## src/rtl/mips_pkg.sv

```systemverilog
// rtl/mips_pkg.sv - shared MIPS core types: mult/div FSM states and funct codes
package mips_pkg;

  typedef enum logic [1:0] {
    IDLE     = 2'd0,
    MULT_RUN = 2'd1,
    DIV_RUN  = 2'd2,
    DONE     = 2'd3
  } md_state_t;

  localparam logic [5:0] FUNCT_MULT = 6'h18;
  localparam logic [5:0] FUNCT_DIV  = 6'h1A;
  localparam logic [5:0] FUNCT_MFHI = 6'h10;
  localparam logic [5:0] FUNCT_MFLO = 6'h12;

endpackage

```

## src/rtl/div_step.sv

```systemverilog
// rtl/div_step.sv - one unsigned restoring-division step on magnitudes
module div_step #(
  parameter int WIDTH = 32
) (
  input  logic [WIDTH-1:0] r,
  input  logic [WIDTH-1:0] q,
  input  logic [WIDTH-1:0] d,
  output logic [WIDTH-1:0] r_nxt,
  output logic [WIDTH-1:0] q_nxt
);

  logic [WIDTH:0]   shifted;
  logic [WIDTH+1:0] trial;
  logic             unused_trial_bit;

  // r < d on entry, so the shifted remainder is below 2d and the kept
  // remainder always fits back into WIDTH bits.
  always_comb begin
    shifted = {r, q[WIDTH-1]};
    trial   = {1'b0, shifted} - {2'b00, d};
    if (trial[WIDTH+1]) begin
      r_nxt = shifted[WIDTH-1:0];
      q_nxt = {q[WIDTH-2:0], 1'b0};
    end else begin
      r_nxt = trial[WIDTH-1:0];
      q_nxt = {q[WIDTH-2:0], 1'b1};
    end
  end

  assign unused_trial_bit = trial[WIDTH];

endmodule

```

## src/rtl/mult_div.sv

```systemverilog
// rtl/mult_div.sv - sequential signed multiply (radix-2 Booth) / divide (restoring) unit
module mult_div
  import mips_pkg::*;
#(
  parameter int WIDTH = 32
) (
  input  logic             clk,
  input  logic             reset,
  input  logic             start_mult,
  input  logic             start_div,
  input  logic [WIDTH-1:0] A_in,
  input  logic [WIDTH-1:0] B_in,
  output logic             busy,
  output logic             done,
  output logic             div_zero,
  output logic [WIDTH-1:0] HI,
  output logic [WIDTH-1:0] LO
);

  localparam int CW = $clog2(WIDTH) + 1;

  md_state_t        state, state_nxt;
  logic             dz_nxt;
  logic [CW-1:0]    cnt;
  logic             last_iter;

  logic [WIDTH-1:0]   mcand;
  logic [2*WIDTH:0]   acc;
  logic [WIDTH:0]     booth_sum;
  logic [2*WIDTH:0]   acc_nxt;

  logic [WIDTH-1:0] rem, quo, dvsr;
  logic [WIDTH-1:0] rem_nxt, quo_nxt;
  logic             q_neg, r_neg;

  assign last_iter = (cnt == CW'(WIDTH));

  always_ff @(posedge clk or negedge reset) begin
    if (!reset) state <= IDLE;
    else        state <= state_nxt;
  end

  // DONE accepts a new start just like IDLE, giving the 34-cycle back-to-back period.
  always_comb begin
    state_nxt = state;
    dz_nxt    = 1'b0;
    case (state)
      IDLE, DONE: begin
        if (state == DONE) state_nxt = IDLE;
        if (start_mult) begin
          state_nxt = MULT_RUN;
        end else if (start_div) begin
          if (B_in == '0) begin
            state_nxt = DONE;
            dz_nxt    = 1'b1;
          end else begin
            state_nxt = DIV_RUN;
          end
        end
      end
      MULT_RUN, DIV_RUN: if (last_iter) state_nxt = DONE;
      default: state_nxt = IDLE;
    endcase
  end

  // Booth add/sub is done one bit wider so that +2^(WIDTH-1) partial sums
  // (from subtracting the most negative multiplicand) keep their true sign.
  always_comb begin
    case (acc[1:0])
      2'b01:   booth_sum = {acc[2*WIDTH], acc[2*WIDTH:WIDTH+1]} + {mcand[WIDTH-1], mcand};
      2'b10:   booth_sum = {acc[2*WIDTH], acc[2*WIDTH:WIDTH+1]} - {mcand[WIDTH-1], mcand};
      default: booth_sum = {acc[2*WIDTH], acc[2*WIDTH:WIDTH+1]};
    endcase
    acc_nxt = {booth_sum, acc[WIDTH:1]};
  end

  div_step #(.WIDTH(WIDTH)) u_div_step (
    .r     (rem),
    .q     (quo),
    .d     (dvsr),
    .r_nxt (rem_nxt),
    .q_nxt (quo_nxt)
  );

  always_ff @(posedge clk or negedge reset) begin
    if (!reset) begin
      cnt      <= '0;
      mcand    <= '0;
      acc      <= '0;
      rem      <= '0;
      quo      <= '0;
      dvsr     <= '0;
      q_neg    <= 1'b0;
      r_neg    <= 1'b0;
      HI       <= '0;
      LO       <= '0;
      busy     <= 1'b0;
      done     <= 1'b0;
      div_zero <= 1'b0;
    end else begin
      busy     <= (state_nxt == MULT_RUN) || (state_nxt == DIV_RUN);
      done     <= (state_nxt == DONE);
      div_zero <= dz_nxt;
      case (state)
        IDLE, DONE: begin
          cnt <= '0;
          if (state_nxt == MULT_RUN) begin
            mcand <= A_in;
            acc   <= {{WIDTH{1'b0}}, B_in, 1'b0};
          end else if (state_nxt == DIV_RUN) begin
            rem   <= '0;
            quo   <= A_in[WIDTH-1] ? -A_in : A_in;
            dvsr  <= B_in[WIDTH-1] ? -B_in : B_in;
            q_neg <= A_in[WIDTH-1] ^ B_in[WIDTH-1];
            r_neg <= A_in[WIDTH-1];
          end
        end
        MULT_RUN: begin
          if (last_iter) begin
            HI <= acc[2*WIDTH:WIDTH+1];
            LO <= acc[WIDTH:1];
          end else begin
            acc <= acc_nxt;
            cnt <= cnt + CW'(1);
          end
        end
        DIV_RUN: begin
          if (last_iter) begin
            HI <= r_neg ? -rem : rem;
            LO <= q_neg ? -quo : quo;
          end else begin
            rem <= rem_nxt;
            quo <= quo_nxt;
            cnt <= cnt + CW'(1);
          end
        end
        default: cnt <= '0;
      endcase
    end
  end

endmodule
```

## config.mk

```make
export PLATFORM = sky130hd
export DESIGN_NAME = mult_div
export DESIGN_NICKNAME = d
export VERILOG_FILES = /design/src/rtl/mips_pkg.sv /design/src/rtl/div_step.sv /design/src/rtl/mult_div.sv
export SDC_FILE = /design/constraint.sdc
export NUM_CORES = 1
export LEC_CHECK = 0
export BUFFER_PORTS_ARGS = -buffer_cell sky130_fd_sc_hd__clkbuf_2
export CORE_ASPECT_RATIO = 0.6
export CORE_UTILIZATION = 35
export CTS_CLUSTER_DIAMETER = 100
export CTS_CLUSTER_SIZE = 40
export DETAILED_ROUTE_END_ITERATION = 10
export HOLD_SLACK_MARGIN = 0.06
export SLEW_MARGIN = 40
export SYNTH_ARGS = -nofsm -noshare
export SYNTH_HDL_FRONTEND = slang
export SYNTH_HIERARCHICAL = 1
export SYNTH_SLANG_ARGS = --single-unit
```

## constraint.sdc

```tcl
create_clock -name clk -period 7.17 [get_ports clk]
set_input_delay 2.151 -clock clk [delete_from_list [all_inputs] [get_ports clk]]
set_output_delay 2.151 -clock clk [all_outputs]
set_load 0.03 [all_outputs]
```

# [Yosys cells after proc, flatten, opt, wreduce, memory -nomap -nowiden]
# Index checks and enable logic that the tools add are counted.
[op_classes] n_addsub=8 n_eq_ne=18 n_mux=36 bitwise_logic=2 reduce_logical=14
[ops] op="$mux W32" count=15
[ops] op="$pmux W32 S2" count=4
[ops] op="$mux W65" count=2
[ops] op="$pmux W65 S2" count=1
[ops] op="$neg A32 Y32" count=4
[ops] op="$pmux W33 S2" count=1
[ops] op="$sub A33 B32 Y34" count=1
[ops] op="$add A32 B32 Y33" count=1
[ops] op="$sub A32 B32 Y33" count=1
[ops] op="$logic_not A32 Y1" count=1
[ops] op="$ne A2 B2 Y1 const B" count=8
[ops] op="$pmux W6 S2" count=1
[ops] op="$eq A2 B2 Y1 const B" count=5
[ops] op="$reduce_and A3 Y1" count=3
[ops] op="$mux W2" count=4
[ops] op="$reduce_and A4 Y1" count=2
[ops] op="$add A6 B1 Y6 const B" count=1
[ops] op="$eq A2 B1 Y1 const B" count=3
[ops] op="$eq A6 B6 Y1 const B" count=1
[ops] op="$mux W1" count=6
[ops] op="$mux W6" count=1
[ops] op="$reduce_bool A2 Y1" count=3
[ops] op="$pmux W2 S2" count=1
[ops] op="$reduce_or A2 Y1" count=2
[ops] op="6 further kinds" count=6
[word_totals] regBits=270 output_inout_bits=67 elab_cells=93

# [Longest topological paths before layout]
# Gate-level depths: netlist of run 1.
[logic_depth] depth_word=9 mapped_depth=18 mapped_depth_nobuf=17

# [Cells and area by module]
# The synthesis of run 1 kept the hierarchy.
[by_module_without_submodules] mod="mult_div" instances=1 cells_per_inst=1840 area_per_inst_um2=16460.8 seq_area_each_um2=6756.5
[by_module_without_submodules] mod="div_step" instances=1 cells_per_inst=347 area_per_inst_um2=2467.4 seq_area_each_um2=0.0

# [Least setup slack after synthesis of run 1]
# OpenSTA, ideal clock, no wires.
[synth_timing] path_type="input to register" from="input port B_in[17]" to="register acc[51]" arrival_time_ps=5412 required_ps=7102 path_slack_ps=1690 path_stages=14 n_path_buf=1 path_cell_list="or4_1 -> nor4b_1 -> nand3_1 -> nor4bb_1 -> nor3_1 -> a21o_1 -> inv_1 -> ha_1 -> o21ai_0 -> nor2_1 -> and2_1 -> clkbuf_1 -> a222oi_1 -> nand2_1"
[synth_between] elab_chain_len=8
[synth_lines] element="start: declaration" line="mult_div.sv:12" source="input logic [WIDTH-1:0] B_in,"
[synth_lines] element="$logic_not A32 Y1" line="mult_div.sv:53" source="if (B_in == '0) begin"
[synth_lines] element="$mux W1" line="mult_div.sv:53"
[synth_lines] element="$mux W2" line="mult_div.sv:52" source="end else if (start_div) begin"
[synth_lines] element="$mux W2" line="mult_div.sv:50" source="if (start_mult) begin"
[synth_lines] element="$pmux W2 S2" line="mult_div.sv:47" source="case (state)"
[synth_lines] element="net state_nxt[0]" line="mult_div.sv:22" source="md_state_t state, state_nxt;"
[synth_lines] element="$eq A2 B1 Y1" line="mult_div.sv:107" source="if (state_nxt == MULT_RUN) begin"
[synth_lines] element="$ne A2 B2 Y1 (no line)"
[synth_lines] element="$reduce_and A3 Y1 (no line)"
[synth_lines] element="end signal: assignment" line="mult_div.sv:109" source="acc <= {{WIDTH{1'b0}}, B_in, 1'b0};"
[synth_lines] element="end signal: assignment" line="mult_div.sv:123" source="acc <= acc_nxt;"
[synth_lines] element="end: declaration" line="mult_div.sv:28" source="logic [2*WIDTH:0] acc;"
# The timed path passes the listed nets, and every way through them passes these cells.
# A chain may end at the register's enable or synchronous reset.

# [Worst setup path after layout of run 1]
[layout_timing] from="input port B_in[17]" to="register acc[61]"
# Same word-level chain as after synthesis.

==> results of run 1 <==
==> area by class of cell <==
class / count / area [µm²] / area share (%)
multi-input cells: 1674 / 11160 / 54.60
flip-flops and latches: 270 / 6759 / 33.07
repair buffers: 163 / 934.6 / 4.573
well taps: 703 / 879.6 / 4.304
inverters: 85 / 319.1 / 1.561
clock buffers: 13 / 292.8 / 1.433
clock inverters: 3 / 90.09 / 0.4408
diodes: 1 / 2.502 / 0.01224
==> sequential cells by signal, indices dropped and copies added, names as in the netlist <==
signal and count:
quo 32, rem 32, busy 1, dvsr 32, done 1, q_neg 1, HI 32, state 2
mcand 32, div_zero 1, r_neg 1, acc 65, cnt 6, LO 32
==> power breakdown <==
part	switching (W)	leakage (nW)	internal (W)
clock network	0.000544	0.181	0.000349
registers	0.000630	3.48	0.00201
logic	0.00341	5.68	0.00212
total	0.00459	9.34	0.00448
==> cell usage after synthesis (24+ instances only) <==
cell,instances,area share (%)
o22ai_1,53,1.8
a21oi_1,187,4.9
a221oi_1,24,1.1
xor2_1,123,5.7
nor3_1,34,0.90
mux2_1,26,1.5
inv_1,84,1.7
o31ai_1,37,1.5
a21o_1,42,1.7
clkbuf_1,107,2.1
mux2i_1,45,2.4
nand2_1,204,4.0
o21ai_0,173,4.6
mux2_2,35,2.1
dfrtp_1,270,36
nor2_1,176,3.5
a22o_1,38,1.8
buf_4,31,1.2
xnor2_1,81,3.7
ha_1,79,5.2
==> cell families after synthesis <==
kind of cell / after synthesis
AOI/OAI and AO/OA: 696
muxes: 106
xor gates and xnor gates: 204
and+or+nand+nor: 587
DFF: 270
buffers and inverters: 243
adders and majority gates: 81
==> worst max-delay path, cell delays in order <==
cell      delay, ns
clkbuf_2       0.12
or4_1          0.59
nor4b_1        0.53
nand3_1        0.34
nor4bb_1       0.43
nor3_1         0.10
a21o_1         0.23
inv_1          0.12
ha_1           0.22
o21ai_0        0.21
or3_1          0.60
buf_4          0.26
nor4_1         0.28
a211o_1        0.14
==> stage by stage <==
stage               utilization, %  setup WS (ns)  hold WS, ns  instance area (µm²)
floorplan                        -          1.690       0.4714                18930
global placement             37.80         0.9774       0.4688                20010
detailed placement           37.85         0.8158       0.4735                20040
CTS                          38.58          1.306       0.5076                20420
global route                 38.60          1.019       0.5257                20430
finish                       38.60          1.282       0.5076                20440
==> worst max-delay path by stage <==
stage	start	end	slack, ns	cells past startpoint
floorplan	B_in[17]	acc[51]	1.69	14
global placement	B_in[17]	acc[61]	0.98	14
detailed placement	B_in[17]	acc[61]	0.82	14
CTS	B_in[17]	acc[61]	1.31	14
global route	B_in[17]	acc[61]	1.02	14
finish	B_in[17]	acc[61]	1.28	14
==> layer usage <==
metal  track usage, %  up-vias  part of all wire [%]
met3            5.881       47                   8.4
met5                0        -                     0
met1            33.99     8265                    49
met4            2.889        0                   1.2
li1                 -     7909                     -
met2            32.04      568                    42
==> impl_results.md, run 1 <==
- Post-Place Cells: 2895
- Largest family of logic cells by synthesized area: compound AO/OA/AOI/OAI gates
- Min Clock Period, post-route: 5.888 ns
- Synth Area in Compound Gates: 23.41%
- Crit share post-route: 82.12%
- Clock Tree Buf Depth: 3
- Final setup fails: 0
- Final Hold Viols: 0
- FF-to-FF setup slack: 2.24 ns
- Top FF cell, synth: dfrtp_1
- Post-Syn Area: 18930 µm²
- Syn Area/Cell: 8.655 µm²
- Worst Hold Depth: 1
- Die X: 302.2 µm
- Hold path start: LO[12]
- Wire per inst: 21.46 µm
- DP Wirelength: 48.41 mm
- Die Y-Extent: 182.1 µm
- Detailed Routing Iterations Pass 1: 6
- CTS Sinks: 270
- Peak VDD IR: 279.0 µV
- R2R Path End: acc[64]
- Root buffer cell: clkbuf_16
- TritonCTS clock tree: yes
- Largest net degree at the start of global routing: 97
- Initial drt markers: 1554
- CTS H-tree depth: 1
- Synth unique cells: 75
- Vias: 16.79k
- F_max: 0.1698 GHz
- Final Max Tran Viols: 0
- Total power: between 0.009 and 0.01 W
- Sequential share of the synthesized area: between 30 and 40%
- Clk pin slew, worst setup/hold paths: 0.16 ns
- Synth Area in XOR/XNOR: 9.439%
- First-pass GRT wire length: 95.81 mm
- #FFs+latches synth: 270
- R2r worst-path depth: 16
- Initial antenna violation count: 0
- Fin cells: 2912
- WP data arrival: 6.34 ns
- Power Density: 443.6 nW/µm²
- Hold Path Class: flop to flop
- Clk_lat worst skew: 0.53 ns
- Mux cell area share after synthesis: 6.009%
- Core area: 52940 µm²
- CP Capture Type: flop
- WS Path Type: input pin to flop
- Commonest cells after routing, fill and taps aside: dfrtp_1, nand2_1, a21oi_1, nor2_1, o21ai_0
- Post-DRT Antenna Nets: 0
- Reg-to-reg startpoint: mcand[0]
- Endpoint, Worst Hold: LO[12]
- Resize count post-CTS: 0
- RSZ-0062 raised after global routing: false
- Status: completed
- RD Place Congestion: 0.9020
- Least-Margin Pin Slew: between 0.8 and 0.9 ns
- Die ar.: 55050 µm²
- Synth warnings: 6
- Peak fanout along the critical path: 14
- Post-Synth Adder-Cell Area: 5.434%
- Starting Density: ~36%
- Final wirelength: around 62 mm
- Skew final: approximately 0.038 ns
- Startpoint types: input pin
- Gr ovfl total: 0
- IO Count: ~140
- Most common cell after layout, fill and taps aside: dfrtp_1
- Vias in the first global route: 15.74k
- Buffers on Ports: 134
- Residual DRC count: 0
- Synth-to-Final Area Change: 7.972%
- DR vias/cell: 5.765
- Synth Area in Simple Gates: 14.45%
- Worst slew margin: 42.21%
- Asr flop ratio synth: 100.0%
- LEAKAGE: 9.342 nW
- Post-synth EDFFs: 0
- Layout cell share with drive strength beyond 1: between 10 and 15%
- Row count: 65
- Cts-stage hold buffer count: 0
- Fillers: 5346
- Mapped Nets: 2336
- Max cap viols: 0
- TNS Setup: 0 ns
- CP required: 7.62 ns
- Nets: 2354
- CTS Buf Count: 11
- Cells after Synth: 2187
- Post-CTS repair timing setup buffer count: 0
- Tot GR Track Use: 22.37%
Power figures use the tool's default switching activity.
==> run 2: changes to the inputs <==
==> constraint.sdc (replaced) <==
create_clock -name clk -period 4.7 [get_ports clk]
set_input_delay 1.41 -clock clk [delete_from_list [all_inputs] [get_ports clk]]
set_output_delay 1.41 -clock clk [all_outputs]
set_load 0.03 [all_outputs]
==> run 2 against run 1 <==
Effect of this change: worst setup slack worse by 0.98 ns; sequential cell count stayed put; clock power is 61% higher; core utilization is 1.1 points higher; register-to-register slack worse by 1.9 ns; sequential power is 51% higher; first-iteration DRC count is 3.2% higher.
==> impl_results.md, run 2 (same netlist as run 1, synthesis figures left out) <==
- Peak fanout along the critical path: 6 (-8)
- Sw Ratio: 49.75% (-0.85 points)
- Clock Power Share: 10.1% (+0.3 points)
- F_max: 0.2271 GHz
- Row count: 65 (unchanged)
- Clk_lat worst skew: 0.55 ns (+0.02 ns)
- Power Density: 674.9 nW/µm² (+52%)
- Crit share post-route: 93.68%
- Max FFs per register: 65 (unchanged)
- Clock Tree Buf Depth: 3 (unchanged)
- First-pass GRT wire length: 97.03 mm (+1.3%)
- LEAKAGE: 9.685 nW (+3.7%)
- CP Capture Type: flop
- Initial drt markers: 1604 (+3.2%)
- Comb power frac: 61.7% (+0.7 points)
- CTS H-tree depth: 1 (unchanged)
- Starting Density: 35.75% (unchanged)
- Slowest CP cell: dfrtp_1
- WS Path Type: flop to flop
- Wire per inst: 21.42 µm (-0.19%)
- CTS Sinks: 270 (unchanged)
- Gr ovfl total: 0 (unchanged)
- Most common cell after layout, fill and taps aside: dfrtp_1
- Sequential power share: 28.1% (-1.0 points)
- Commonest cells after routing, fill and taps aside: dfrtp_1, nand2_1, a21oi_1, nor2_1, o21ai_0
- Tot GR Track Use: 22.63% (+0.27 points)
- Detailed Routing Iterations Pass 1: 6 (unchanged)
- Die ar.: 55050 µm² (unchanged)
- CTS Buf Count: 12 (+1)
- Synth-to-Final Area Change: 11.06%
- Die Y-Extent: 182.1 µm (unchanged)
- Min Clock Period, post-route: 4.403 ns
- Startpoint types: flop
- Critical Path, Cell by Cell: inv_1 > ha_1 > or3b_2 > nor4_1 > buf_4 > and2_1 > nor2_1 > xnor2_1 > ha_1 > and2_1 > and3_1 > a221oi_1 > nand3b_1 > o221ai_1 > buf_4 > o21ai_0 > xnor2_1 > o21ai_0
- Least-Margin Pin Slew: 0.8508 ns (-0.008063 ns)
- TritonCTS clock tree: yes
- DP Wirelength: 50.02 mm (+3.3%)
- Post-CTS repair timing setup buffer count: 0 (unchanged)
- Sw power: 0.007058 W (+54%)
- Reg-to-reg startpoint: mcand[0]
- Status: completed
- Buffers on Ports: 134 (unchanged)
- Final wirelength: 63.71 mm (+1.9%)
- Total power: 0.01419 W (+56%)
- RSZ-0062 raised after global routing: false
- Max incr delay on CP: 0.52 ns (-0.08 ns)
- Final Hold Viols: 0 (unchanged)
- Initial antenna violation count: 2 (+2)
- P_int: 0.007130 W (+59%)
- Final setup fails: 0 (unchanged)
- Core area: 52940 µm² (unchanged)
- ANT cells: 0 (-1)
- Hold path start: HI[10]
- Final Max Tran Viols: 0 (unchanged)
- Vias: 17.27k (+2.8%)
- CP required: 5.06 ns (-2.56 ns)
- Peak VDD IR: 515.8 µV (+85%)
- Skew final: 0.07781 ns (+0.04022 ns)
- Clk pin slew, worst setup/hold paths: 0.16 ns (about the same)
- Cts-stage hold buffer count: 0 (unchanged)
- Final core utilization: 39.70% (+1.1 points)
- IO Count: 135 (unchanged)
- Max cap viols: 0 (unchanged)
- RD Place Congestion: 0.9425 (+4.5%)
- Top reg by flops: acc
- WP data arrival: 4.76 ns (-1.58 ns)
- Root buffer cell: clkbuf_16
- Vias in the first global route: 15.86k (+0.75%)
- Post-DRT Antenna Nets: 0 (unchanged)
- Worst slew margin: 43.14% (+0.93 points)
- DR vias/cell: 5.806 (+0.70%)
- Largest net degree at the start of global routing: 89 (-8.2%)
- Critical Path Start: mcand[0]
- Layout cell share with drive strength beyond 1: 13.65% (+2.7 points)
- Nets: 2415 (+2.6%)
- Residual DRC count: 0 (unchanged)
- Hold Path Class: flop to flop
- Die X: 302.2 µm (unchanged)
==> run 2: path summary, 6_finish.rpt <==
kind	endpoint	slack, ns	cells past startpoint
setup / recovery	acc[60]	0.30	18
hold / removal	HI[10]	0.51	1
min in group asynchronous	dvsr[11]	0.86	1
setup reg to reg	acc[60]	0.30	18
hold reg to reg	HI[10]	0.51	1
max in group asynchronous	HI[20]	2.83	2
==> run 2: critical path, delay by kind of cell, from the launching register on <==
family	cells	cell delay, ns
AND/OR/NAND/NOR	7	1.53
flip-flops	1	0.52
buffers and inverters	3	0.51
adder cells (fa/ha/maj)	2	0.51
XOR/XNOR	2	0.32
AO/OA/AOI/OAI	4	0.81
==> run 2: per-layer routing <==
layer / wire [µm] / up-vias / share of wire, % / GRT usage, %
met5: 18 / - / 0.028 / 0
met3: 5177 / 46 / 8.1 / 5.226
met4: 800 / 2 / 1.3 / 2.848
li1: - / 8045 / - / -
met1: 31210 / 8537 / 49 / 35.00
met2: 26500 / 637 / 42 / 32.27
==> run 2: layout make-up <==
| type | instances | area (µm²) |
|---|---|---|
| Clock buffer | 15 | 332.8 |
| Inverter | 85 | 319.1 |
| Fill cell | 5328 | 31920 |
| Tap cell | 703 | 879.6 |
| Sequential cell | 270 | 6759 |
| Clock inverter | 4 | 96.34 |
| Timing Repair Buffer | 223 | 1428 |
| Multi-Input combinational cell | 1674 | 11210 |
==> run 2: through the flow <==
stage | hold WS, ns | cells | setup slack (ns) | cell area [µm²] | TNS (ns)
after floorplan | 0.4714 | 2187 | 0.1230 | 18940 | 0
after global placement | 0.4605 | 2955 | -0.4450 | 20540 | -24.85
after detailed placement | 0.4705 | 2955 | -0.5825 | 20540 | -53.71
after CTS | 0.5058 | 2974 | 0.01182 | 20980 | 0
after global routing | 0.5278 | 2974 | 0.03444 | 21020 | 0
final | 0.5053 | 2974 | 0.2970 | 21020 | 0
==> run 2: power by group through the flow <==
stage / registers (W) / clock network (W) / logic [W]
final: 0.00399 / 0.00144 / 0.00876
after global routing: 0.00409 / 0.00154 / 0.00968
after CTS: 0.00398 / 0.00147 / 0.00864
after detailed placement: 0.00402 / 0 / 0.00859
after global placement: 0.00399 / 0 / 0.00844
after floorplan: 0.00365 / 0 / 0.00658
==> run 2: what timing repair did <==
item                                    4_1_cts  5_1_grt
endpoints found under the setup margin        3       57
hold endpoints to repair                      0        0
resized for setup                             1        9
pin swaps                                     0        0
==> run 3: changes to the inputs <==
--- a/config.mk
+++ b/config.mk
@@ -12,6 +12,7 @@
 export CTS_CLUSTER_SIZE = 40
 export DETAILED_ROUTE_END_ITERATION = 10
 export HOLD_SLACK_MARGIN = 0.06
+export SETUP_SLACK_MARGIN = 0.3
 export SLEW_MARGIN = 40
 export SYNTH_ARGS = -nofsm -noshare
 export SYNTH_HDL_FRONTEND = slang
==> run 3 against run 2 <==
Effect of this change: clock skew shrank 0.057 ns; critical path depth shrank 3; sequential power grew 2%; sequential share of layout area grew 0.13 points; fmax grew 4.1%; sequential cell count is the same; cell count shrank 0.27%.
==> impl_results.md, run 3 (same netlist as run 1, synthesis figures left out) <==
- Skew final: 0.02079 ns (-0.05702 ns)
- Vias: 17.18k (-0.53%)
- Post-DRT Antenna Nets: 0 (unchanged)
- F_max: 0.2364 GHz (+4.1%)
- Final setup fails: 0 (unchanged)
- Worst slew margin: 47.12% (+4.0 points)
- Die Y-Extent: 182.1 µm (unchanged)
- Vias in the first global route: 15.94k (+0.50%)
- Max cap viols: 0 (unchanged)
- TritonCTS clock tree: yes
- DR vias/cell: 5.791 (-0.26%)
- Sw Ratio: 50.88% (+1.1 points)
- TNS Setup: 0 ns (unchanged)
- Most common cell after layout, fill and taps aside: dfrtp_1
- Gr ovfl total: 0 (unchanged)
- Crit share post-route: 89.99% (-3.7 points)
- Row count: 65 (unchanged)
- Post-CTS repair timing setup buffer count: 0 (unchanged)
- Fillers: 5287 (-0.77%)
- Synth-to-Final Area Change: 10.60%
- Area occupied by multi-input gates: 11270 µm² (+0.58%)
- Placed cell areas: 20520 µm² (-0.12%)
- CTS H-tree depth: 1 (unchanged)
- Clk pin slew, worst setup/hold paths: 0.15 ns (about the same)
- WL met3: 4.442 mm (-14%)
- Sw power: 0.007297 W (+3.4%)
- Metal2 WL: 27.00 mm (+1.9%)
- CP Capture Type: flop
- Final wirelength: 63.63 mm (-0.11%)
- Comb power frac: 62.8% (+1.1 points)
- Largest net degree at the start of global routing: 83 (-6.7%)
- WP data arrival: 4.65 ns (-0.11 ns)
- DP Wirelength: 49.53 mm (-0.97%)
- Max FFs per register: 65 (unchanged)
- Power Density: 685.1 nW/µm² (+1.5%)
- CP required: 5.12 ns (+0.06 ns)
- Clock Tree Buf Depth: 3 (unchanged)
- RSZ-0062 raised after global routing: true
- Family with the most delay on the worst path: compound AO/OA/AOI/OAI gates
- Layout cell share with drive strength beyond 1: 13.92% (+0.27 points)
- Min Clock Period, post-route: 4.230 ns (-0.1734 ns)
- ANT cells: 0 (unchanged)
- Routed met1 length: 31.67 mm (+1.5%)
- Hold Path Class: flop to flop
- LEAKAGE: 9.640 nW (-0.47%)
- Most common cell on crit path: a21o_1
- Initial drt markers: 1605 (+0.062%)
- Initial antenna violation count: 0 (-2)
- Die X: 302.2 µm (unchanged)
- P_int: 0.007044 W (-1.2%)
- Startpoint types: flop
- Post-Place Cells: 2949 (-0.20%)
- Slowest CP cell: or4_1
- RD Place Congestion: 0.9504 (+0.84%)
- Residual DRC count: 0 (unchanged)
- Nets: 2408 (-0.29%)
- Tot GR Track Use: 22.61% (-0.029 points)
- Critical Path, Cell by Cell: or4_1 > nor3_4 > and2_1 > nor2b_2 > a21oi_1 > xnor2_1 > ha_1 > a21o_1 > a21o_1 > a21o_1 > a211oi_1 > a21oi_1 > a211oi_1 > xor2_1 > o21ai_0
- Peak fanout along the critical path: 8 (+2)
- Fin cells: 2966 (-0.27%)
- Sequential power share: 28.2% (about the same)
- CTS Sinks: 270 (unchanged)
- Wire per inst: 21.45 µm (+0.15%)
- WP buf/inv: 0 (-3)
- Buffers on Ports: 134 (unchanged)
- Final Max Tran Viols: 0 (unchanged)
- Die ar.: 55050 µm² (unchanged)
- Cts-stage hold buffer count: 0 (unchanged)
- WS Path Type: flop to flop
- Fin area: 20930 µm² (-0.42%)
- Commonest cells after routing, fill and taps aside: dfrtp_1, nand2_1, a21oi_1, nor2_1, o21ai_0
- Core area: 52940 µm² (unchanged)
- Least-Margin Pin Slew: 0.7933 ns (-0.05758 ns)
- Peak VDD IR: 426.1 µV (-17%)
- Sequential standard cell area: 6758 µm² (about the same)
- Clock Power Share: 9.0% (-1.1 points)
- Final Hold Viols: 0 (unchanged)
- Max incr delay on CP: 0.65 ns (+0.13 ns)
- Detailed Routing Iterations Pass 1: 6 (unchanged)
- Root buffer cell: clkbuf_16
- Uppermost layer routed: met4
- Starting Density: 35.75% (unchanged)
- First-pass GRT wire length: 96.83 mm (-0.21%)
- CTS Buf Count: 11 (-1)
- Clk_lat worst skew: 0.52 ns (-0.03 ns)
- Top reg by flops: acc
- IO Count: 135 (unchanged)
- Status: completed
[run 3: cell count changes in the layout (fill, tap and decap cells not counted), moves of 2 or more]
cell       previous run  this run
xnor2_2               0         4
clkbuf_16            13        11
buf_4                82        78
or4_1                18        16
clkinv_16             2         0
xnor2_1              81        77
[run 3: worst reg2reg max path, stage by stage (launching register included)]
cell and delay, ns:
dfrtp_1 0.48, or4_1 0.65, nor3_4 0.23, and2_1 0.19, nor2b_2 0.20, a21oi_1 0.10, xnor2_1 0.42, ha_1 0.46
a21o_1 0.21, a21o_1 0.17, a21o_1 0.19, a211oi_1 0.20, a21oi_1 0.10, a211oi_1 0.25, xor2_1 0.19, o21ai_0 0.09
[run 3: power groups by stage]
stage / Clock, W / Sequential [W] / Combinational, W
floorplan: 0 / 0.00365 / 0.00660
global placement: 0 / 0.00401 / 0.00858
detailed placement: 0 / 0.00404 / 0.00877
CTS: 0.00132 / 0.00401 / 0.00881
global route: 0.00139 / 0.00413 / 0.00988
finish: 0.00129 / 0.00405 / 0.00900
[run 3: per-layer routing]
metal | up-vias | GRT usage, %
met5 | - | 0
met2 | 585 | 33.00
li1 | 8005 | -
met1 | 8551 | 35.45
met4 | 0 | 2.202
met3 | 34 | 3.821
[run 3: layout make-up]
cell class	instances	area share, %
Clock buffer	13	1.399
Clock inverter	4	0.2211
Inverter	85	1.524
Multi-Input combinational cell	1674	53.85
Sequential cell	270	32.28
Tap cell	703	4.202
Timing Repair Buffer	217	6.527
[run 3: stage by stage]
| stage | setup WS (ns) | total power, W | utilization (%) | hold WS, ns |
|---|---|---|---|---|
| floorplan | 0.2941 | 0.01025 | - | 0.4714 |
| global placement | -0.1146 | 0.01260 | 38.74 | 0.4612 |
| detailed placement | -0.1265 | 0.01281 | 38.76 | 0.4739 |
| CTS | 0.3881 | 0.01414 | 39.41 | 0.5074 |
| global route | 0.2603 | 0.01541 | 39.54 | 0.5291 |
| finish | 0.4704 | 0.01434 | 39.54 | 0.5015 |
[run 3: final timing paths]
check | startpoint | end | slack, ns | cells after the start
max in group asynchronous | reset | HI[30] | 2.87 | 2
worst max-delay path | mcand[14] | acc[62] | 0.47 | 15
worst max register to register | mcand[14] | acc[62] | 0.47 | 15
worst min register to register | LO[18] | LO[18] | 0.50 | 1
worst min-delay path | LO[18] | LO[18] | 0.50 | 1
min in group asynchronous | reset | acc[14] | 0.84 | 1
[run 3: repair_timing]
item,4_1_cts,5_1_grt
endpoints found under the setup margin,1,99
gates resized for setup,1,14
pin swaps,0,0
